`config.mk`:
```
export PLATFORM = sky130hd
export DESIGN_NAME = keccak_msg_framer
export DESIGN_NICKNAME = d
export VERILOG_FILES = /design/src/rtl/keccak_msg_framer.sv
export SDC_FILE = /design/constraint.sdc
export NUM_CORES = 2
export LEC_CHECK = 0
export BUFFER_PORTS_ARGS = -buffer_cell sky130_fd_sc_hd__buf_2
export CAP_MARGIN = 5
export CORE_ASPECT_RATIO = 0.7
export CORE_UTILIZATION = 30
export CTS_CLUSTER_DIAMETER = 40
export DETAILED_ROUTE_END_ITERATION = 10
export SLEW_MARGIN = 20
export SYNTH_ARGS = -nofsm -noshare
export SYNTH_HDL_FRONTEND = slang
export SYNTH_SLANG_ARGS = --single-unit
```
`constraint.sdc`:
```
create_clock -name Clk40 -period 20.3 [get_ports Clk40]
set_input_delay 1.015 -clock Clk40 [delete_from_list [all_inputs] [get_ports Clk40]]
set_output_delay 1.015 -clock Clk40 [all_outputs]
set_load 0.005 [all_outputs]
```
`src/rtl/keccak_msg_framer.sv`:
```
// keccak_msg_framer: collects one byte-stream message into a word buffer, then
// emits the parameter element {digest_bits, byte_count} followed by the packed
// 64-bit data words. The Keccak IP needs the byte count before any data word,
// so the whole message is held until its last byte arrives.
// Optional feature: define KECCAK_FRAMER_STATS_EN to add the msg_count output
// (parms handshakes since reset, wrapping at 2^32).
module keccak_msg_framer #(
  parameter int DEPTH_WORDS = 64,
  parameter int CNT_W       = 32
) (
  input  logic        Clk40,
  input  logic        reset_n,
  input  logic        in_byte_valid,
  input  logic [7:0]  in_byte,
  input  logic        in_byte_last,
  input  logic        in_byte_empty,
  input  logic        in_mode_512,
  output logic        in_byte_ready,
  output logic        out_parms_valid,
  output logic [63:0] out_parms_element,
  input  logic        out_parms_ready,
  output logic        out_data_valid,
  output logic [63:0] out_data_element,
  input  logic        out_data_ready,
`ifdef KECCAK_FRAMER_STATS_EN
  output logic [31:0] msg_count,
`endif
  output logic        overflow
);

  localparam int AW = (DEPTH_WORDS > 1) ? $clog2(DEPTH_WORDS) : 1;
  localparam int PW = AW + 1;
  localparam logic [CNT_W-1:0] MAX_BYTES = CNT_W'(DEPTH_WORDS * 8);

  typedef enum logic [1:0] {COLLECT, PARMS, DRAIN} state_e;

  state_e           state_q, state_d;
  logic [CNT_W-1:0] cnt_q, cnt_d;
  logic [63:0]      pack_q, pack_d;
  logic [63:0]      data_q, data_d;
  logic [PW-1:0]    rptr_q, rptr_d;
  logic             mode_q, mode_d;
  logic             ov_q, ov_d;
  logic             first_q, first_d;
  logic             rdy_q, pv_q, dv_q;

  logic [63:0]      mem [DEPTH_WORDS];
  logic             wr_en;
  logic [AW-1:0]    wr_addr;
  logic [63:0]      wr_data;

  logic             hs_in, hs_parms, hs_data, marker, full, take;
  logic [63:0]      merged;
  logic [PW-1:0]    nwords;

  // ready/valid registers already encode the state, so handshakes need no decode
  assign hs_in    = in_byte_valid & rdy_q;
  assign hs_parms = pv_q & out_parms_ready;
  assign hs_data  = dv_q & out_data_ready;
  assign marker   = in_byte_last & in_byte_empty;
  assign full     = (cnt_q == MAX_BYTES);
  assign take     = hs_in & ~marker & ~full;
  assign merged   = pack_q | ({56'd0, in_byte} << {cnt_q[2:0], 3'b000});
  assign nwords   = PW'((cnt_q + CNT_W'(7)) >> 3);
  assign wr_addr  = AW'(cnt_q >> 3);

  // next-state: pack and store bytes, close message, then walk the buffer
  always_comb begin
    state_d = state_q;
    cnt_d   = cnt_q;
    pack_d  = pack_q;
    data_d  = data_q;
    rptr_d  = rptr_q;
    mode_d  = mode_q;
    ov_d    = ov_q;
    first_d = first_q;
    wr_en   = 1'b0;
    wr_data = merged;
    case (state_q)
      COLLECT: begin
        if (hs_in) begin
          first_d = 1'b0;
          if (first_q) ov_d = 1'b0;
          if (!marker && full) ov_d = 1'b1;
          if (take) begin
            cnt_d = cnt_q + CNT_W'(1);
            if (cnt_q[2:0] == 3'd7 || in_byte_last) begin
              wr_en  = 1'b1;
              pack_d = '0;
            end else begin
              pack_d = merged;
            end
          end else if (in_byte_last && cnt_q[2:0] != 3'd0) begin
            // trailing marker or dropped last byte: flush the partial word
            wr_en   = 1'b1;
            wr_data = pack_q;
            pack_d  = '0;
          end
          if (in_byte_last) begin
            mode_d  = in_mode_512;
            state_d = PARMS;
          end
        end
      end
      PARMS: begin
        if (hs_parms) begin
          if (cnt_q == '0) begin
            state_d = COLLECT;
            first_d = 1'b1;
          end else begin
            // word 0 is loaded on this edge so data is valid the next cycle
            state_d = DRAIN;
            data_d  = mem[0];
            rptr_d  = PW'(1);
          end
        end
      end
      DRAIN: begin
        if (hs_data) begin
          if (rptr_q == nwords) begin
            state_d = COLLECT;
            cnt_d   = '0;
            data_d  = '0;
            rptr_d  = '0;
            first_d = 1'b1;
          end else begin
            data_d = mem[rptr_q[AW-1:0]];
            rptr_d = rptr_q + PW'(1);
          end
        end
      end
      default: state_d = COLLECT;
    endcase
  end

  // state and output registers; ready/valid follow the next state
  always_ff @(posedge Clk40 or negedge reset_n) begin
    if (!reset_n) begin
      state_q <= COLLECT;
      cnt_q   <= '0;
      pack_q  <= '0;
      data_q  <= '0;
      rptr_q  <= '0;
      mode_q  <= 1'b0;
      ov_q    <= 1'b0;
      first_q <= 1'b1;
      rdy_q   <= 1'b0;
      pv_q    <= 1'b0;
      dv_q    <= 1'b0;
    end else begin
      state_q <= state_d;
      cnt_q   <= cnt_d;
      pack_q  <= pack_d;
      data_q  <= data_d;
      rptr_q  <= rptr_d;
      mode_q  <= mode_d;
      ov_q    <= ov_d;
      first_q <= first_d;
      rdy_q   <= (state_d == COLLECT);
      pv_q    <= (state_d == PARMS);
      dv_q    <= (state_d == DRAIN);
    end
  end

  // message buffer, no reset needed: contents are only read after being written
  always_ff @(posedge Clk40) begin
    if (wr_en) mem[wr_addr] <= wr_data;
  end

`ifdef KECCAK_FRAMER_STATS_EN
  logic [31:0] msg_cnt_q;
  // one count per parms handshake, free-running wrap
  always_ff @(posedge Clk40 or negedge reset_n) begin
    if (!reset_n)      msg_cnt_q <= '0;
    else if (hs_parms) msg_cnt_q <= msg_cnt_q + 32'd1;
  end
  assign msg_count = msg_cnt_q;
`endif

  assign in_byte_ready     = rdy_q;
  assign out_parms_valid   = pv_q;
  assign out_parms_element = pv_q ? {(mode_q ? 32'd512 : 32'd256), 32'(cnt_q)} : 64'd0;
  assign out_data_valid    = dv_q;
  assign out_data_element  = data_q;
  assign overflow          = ov_q;

endmodule

```
==> metrics.md <==
| Metric | Value |
|---|---|
| Crit path max fanout | `108` |
| Die area | `547,000 sq um` |
| Longest Clk Path Bufs | `4` |
| Number of search-and-repair iterations in the first detailed-routing pass | `6` |
| Area of the mapped netlist | `163,000 sq um` |
| DP HPWL | `267 mm` |
| Clock tree from TritonCTS | `done` |
| Post-route minimum period | `between 6 and 7 ns` |
| Insertion delay of the later-clocked pin in the worst-skew pair | `0.98 ns` |
| Count of placed standard cells including taps | `14,563` |
| Power per cell area | `around 130 nW/um^2` |
| Hold Startpoint | `in_mode_512` |
| Post-cts repair resize count | `0` |
| Core area | `542,000 sq um` |
| Outcome | `finished clean` |
| Setup repair after global routing missed its margin | `false` |
| Portion of total power attributed to sequential cells | `46.4%` |
| Share of synthesized flip-flops with an asynchronous set or reset | `4.10%` |
| Global-route met1 utilization | `26.2%` |
| Detailed-route via count | `86,152` |
| Vert. Die Dim | `619 microns` |
| Cell internal pwr | `17.5 mW` |
| Max-capacitance violation count | `0` |
| Critical Path End Type | `flop` |
| Actual transition at the worst max-transition pin | `1.29 ns` |
| Count of final max-slew check failures | `0` |
| Part of the Yosys area used for sequential elements | `78.0%` |
| Number of antenna violations at the first check in global routing | `34` |
| Via count of the first global-routing pass | `83,956` |
| Count of clock tree sinks | `4,271` |
| Clock-pin slew of the registers on the worst-case setup and hold paths | `0.07 ns` |
| Worst slew slack as a fraction of its limit | `a little over an eighth` |
| Setup_tns | `0 ns` |
| Cells after Synth | `approximately 7,400` |
| Fill count | `49,448` |
| Share of post-route cells with drive strength above 1 | `27.5%` |
| I/O pins | `~150` |
| Highest-count cells in the layout ignoring fill and taps | `sky130_fd_sc_hd__edfxtp_1, sky130_fd_sc_hd__mux4_2, sky130_fd_sc_hd__clkbuf_16, sky130_fd_sc_hd__buf_4, sky130_fd_sc_hd__nor2_1` |
| Startpoint of the lowest-slack register-to-register path | `rptr_q[1]` |
| Number of stages on the worst hold path | `2` |
| CTS buffer count | `between 400 and 500` |
| Cell leakage power | `59.2 nW` |
| Most frequent standard cell in the layout excluding fill and tap cells | `sky130_fd_sc_hd__edfxtp_1` |
| Type of element launching the critical path | `flop` |
| Multi-input gate area | `about 35,000 sq um` |
| Growth of design area from synthesis to finish | `15.6%` |
| GR Overflow Total | `0` |
| Number of distinct library cells after synthesis | `73` |
| Maximum achievable frequency | `162 MHz` |
| Cell count of the worst reg-to-reg path | `11` |
| Post-synthesis average cell area | `about 22 sq um` |
| Met3 layer usage reported by global route | `between 4 and 5%` |
| Root Driver | `sky130_fd_sc_hd__clkbuf_16` |
| DRC marker count from the first detailed-route iteration | `~15,000` |
| Antenna-violating nets left | `0` |
| Critical Path RT | `21.14 ns` |
| Max H-tree Level | `5` |
| Met2 track demand over resource in global routing | `a little over a quarter` |
| Die outline width | `884 microns` |
| Switching share of power | `approximately 28%` |
| Final setup viols | `0` |
| EDFF count, synth | `4,096` |
| Setup slack of the most critical reg-to-reg path | `around 14 ns` |
| Hold Path Sink | `mode_q` |
| Initial Utilization | `30.1%` |
| Gate power share | `21.8%` |
| I/O Buffers | `117` |
| Weighted congestion at the end of routability-driven global placement | `slightly below 0.8` |
| Hold WS | `0.274 ns` |
| Total Routing Usage GR | `18.0%` |
| Via-to-Cell Ratio | `5.62` |
| Crit share post-route | `30.4%` |
| Site row count | `226` |
| Post-cts hold buffer count | `1` |
| Most crowded layer after global routing | `met2` |
| DRT Wirelength | `between 500 and 600 mm` |
| Routed wirelength normalized by instance count | `33.2 microns` |
| Final-stage net count | `7,821` |
| Largest net degree at the start of global routing | `162` |
| Overall power consumption | `24.3 mW` |
| Most frequently used flop master after synthesis | `sky130_fd_sc_hd__edfxtp_1` |
| Final Hold Violating Endpoints | `0` |
| Post-synthesis register bit count | `4,271` |
| CP Class | `reg2reg` |
| Max Clock Skew | `0.0829 ns` |
| Highest ir drop seen on vdd | `0.0997 mV` |
| Final Non-Filler Cells | `15,321` |
| Reg area | `127,000 sq um` |
| Net switching power | `6.88 mW` |
| Hold WC Path Type | `in2reg` |
| Warnings, synthesis | `0` |
| Residual DRC count | `0` |
| Destination of the worst register-to-register timing path | `out_data_element[49]` |
| Data arrival time at the worst-slack endpoint | `between 7 and 8 ns` |
| Wire length of the first global-routing pass | `697 mm` |
| Post-CTS setup buffer count | `0` |
| Clock network fraction of design power | `31.8%` |
[cell usage after synthesis, types with 50 or more instances]
| cell type | n | share of area [%] |
|---|---|---|
| sky130_fd_sc_hd__a22o_1 | 128 | 0.69 |
| sky130_fd_sc_hd__buf_1 | 50 | 0.11 |
| sky130_fd_sc_hd__a21oi_1 | 211 | 0.65 |
| sky130_fd_sc_hd__edfxtp_1 | 4096 | 75 |
| sky130_fd_sc_hd__o221ai_1 | 50 | 0.27 |
| sky130_fd_sc_hd__clkbuf_1 | 251 | 0.58 |
| sky130_fd_sc_hd__dfrtp_1 | 174 | 2.7 |
| sky130_fd_sc_hd__buf_2 | 155 | 0.48 |
| sky130_fd_sc_hd__a221oi_1 | 175 | 0.94 |
| sky130_fd_sc_hd__nand2_1 | 60 | 0.14 |
| sky130_fd_sc_hd__nor2_1 | 249 | 0.57 |
| sky130_fd_sc_hd__o21bai_1 | 64 | 0.29 |
| sky130_fd_sc_hd__a22oi_1 | 223 | 1.0 |
| sky130_fd_sc_hd__mux4_2 | 1024 | 14 |
[sequential cells by signal, summed over array words and instances (netlist names)]
register	flops
state_q	2
cnt_q	32
out_data_element	64
first_q	1
out_data_valid	1
out_parms_valid	1
overflow	1
mode_q	1
mem	4096
pack_q	64
rptr_q	7
in_byte_ready	1
[worst max-delay path by stage]
| stage | startpoint | end | slack (ns) | depth (start not counted) |
|---|---|---|---|---|
| after floorplan | in_byte_valid | mem[36][0] | 11.27 | 8 |
| after global placement | rptr_q[1] | out_data_element[0] | 14.26 | 11 |
| after detailed placement | rptr_q[1] | out_data_element[0] | 14.28 | 11 |
| after CTS | rptr_q[1] | out_data_element[0] | 14.26 | 11 |
| after global routing | rptr_q[1] | out_data_element[49] | 14.00 | 11 |
| final | rptr_q[1] | out_data_element[49] | 14.12 | 11 |
[per-stage QoR]
stage	setup slack (ns)	area (sq um)	util (%)
floorplan	11.27	163000	-
global placement	14.26	174000	32.2
detailed placement	14.28	175000	32.3
CTS	14.26	188000	34.8
global route	14.00	189000	34.8
finish	14.12	189000	34.8
[power by group through the flow]
stage | Clock, mW | Sequential [mW] | Combinational [mW]
after global routing | 8.15 | 11.3 | 5.64
final | 7.75 | 11.3 | 5.31
after floorplan | 0 | 11.5 | 3.33
after global placement | 0 | 11.5 | 4.95
after detailed placement | 0 | 11.5 | 5.26
after CTS | 7.83 | 11.3 | 5.26
[area by class of cell]
| cell class | count | share of cell area, % |
|---|---|---|
| Sequential cell | 4271 | 67.5 |
| Antenna cell | 15 | 0.0199 |
| Timing Repair Buffer | 442 | 2.07 |
| Clock buffer | 489 | 5.63 |
| Multi-Input combinational cell | 2670 | 18.5 |
| Inverter | 10 | 0.0212 |
| Tap cell | 7182 | 4.76 |
| Clock inverter | 242 | 1.43 |
[layer usage]
layer	part of all wire, %	routed length (microns)
met2	44	223000
met3	13	64700
met5	0.0083	42
met1	40	202000
met4	3.5	17900
[worst max-delay path, cell delays in order, from the launching register on]
cell	delay, ns
sky130_fd_sc_hd__dfrtp_4	0.70
sky130_fd_sc_hd__buf_12	0.59
sky130_fd_sc_hd__buf_12	0.56
sky130_fd_sc_hd__buf_4	0.93
sky130_fd_sc_hd__buf_4	0.88
sky130_fd_sc_hd__mux4_2	0.42
sky130_fd_sc_hd__a22oi_1	0.41
sky130_fd_sc_hd__a21oi_1	0.16
sky130_fd_sc_hd__nor2_1	0.30
sky130_fd_sc_hd__o221ai_1	0.21
sky130_fd_sc_hd__a221oi_1	0.37
sky130_fd_sc_hd__nor2_1	0.07
[logic make-up (layout without fill, tap and decap cells)]
| logic type | Yosys count | count (layout) | share of synthesized area (%) |
|---|---|---|---|
| muxes | 1063 | 1063 | 14.4 |
| adders and majority gates | 8 | 8 | 0.0613 |
| DFF | 4271 | 4271 | 78.0 |
| buffers and inverters | 504 | 1183 | 1.38 |
| AOI/OAI and AO/OA | 979 | 979 | 4.41 |
| other | 1 | 45 | 0.00230 |
| xor gates and xnor gates | 5 | 5 | 0.0268 |
| and+or+nand+nor | 585 | 585 | 1.75 |
Power figures use the tool's default switching activity.
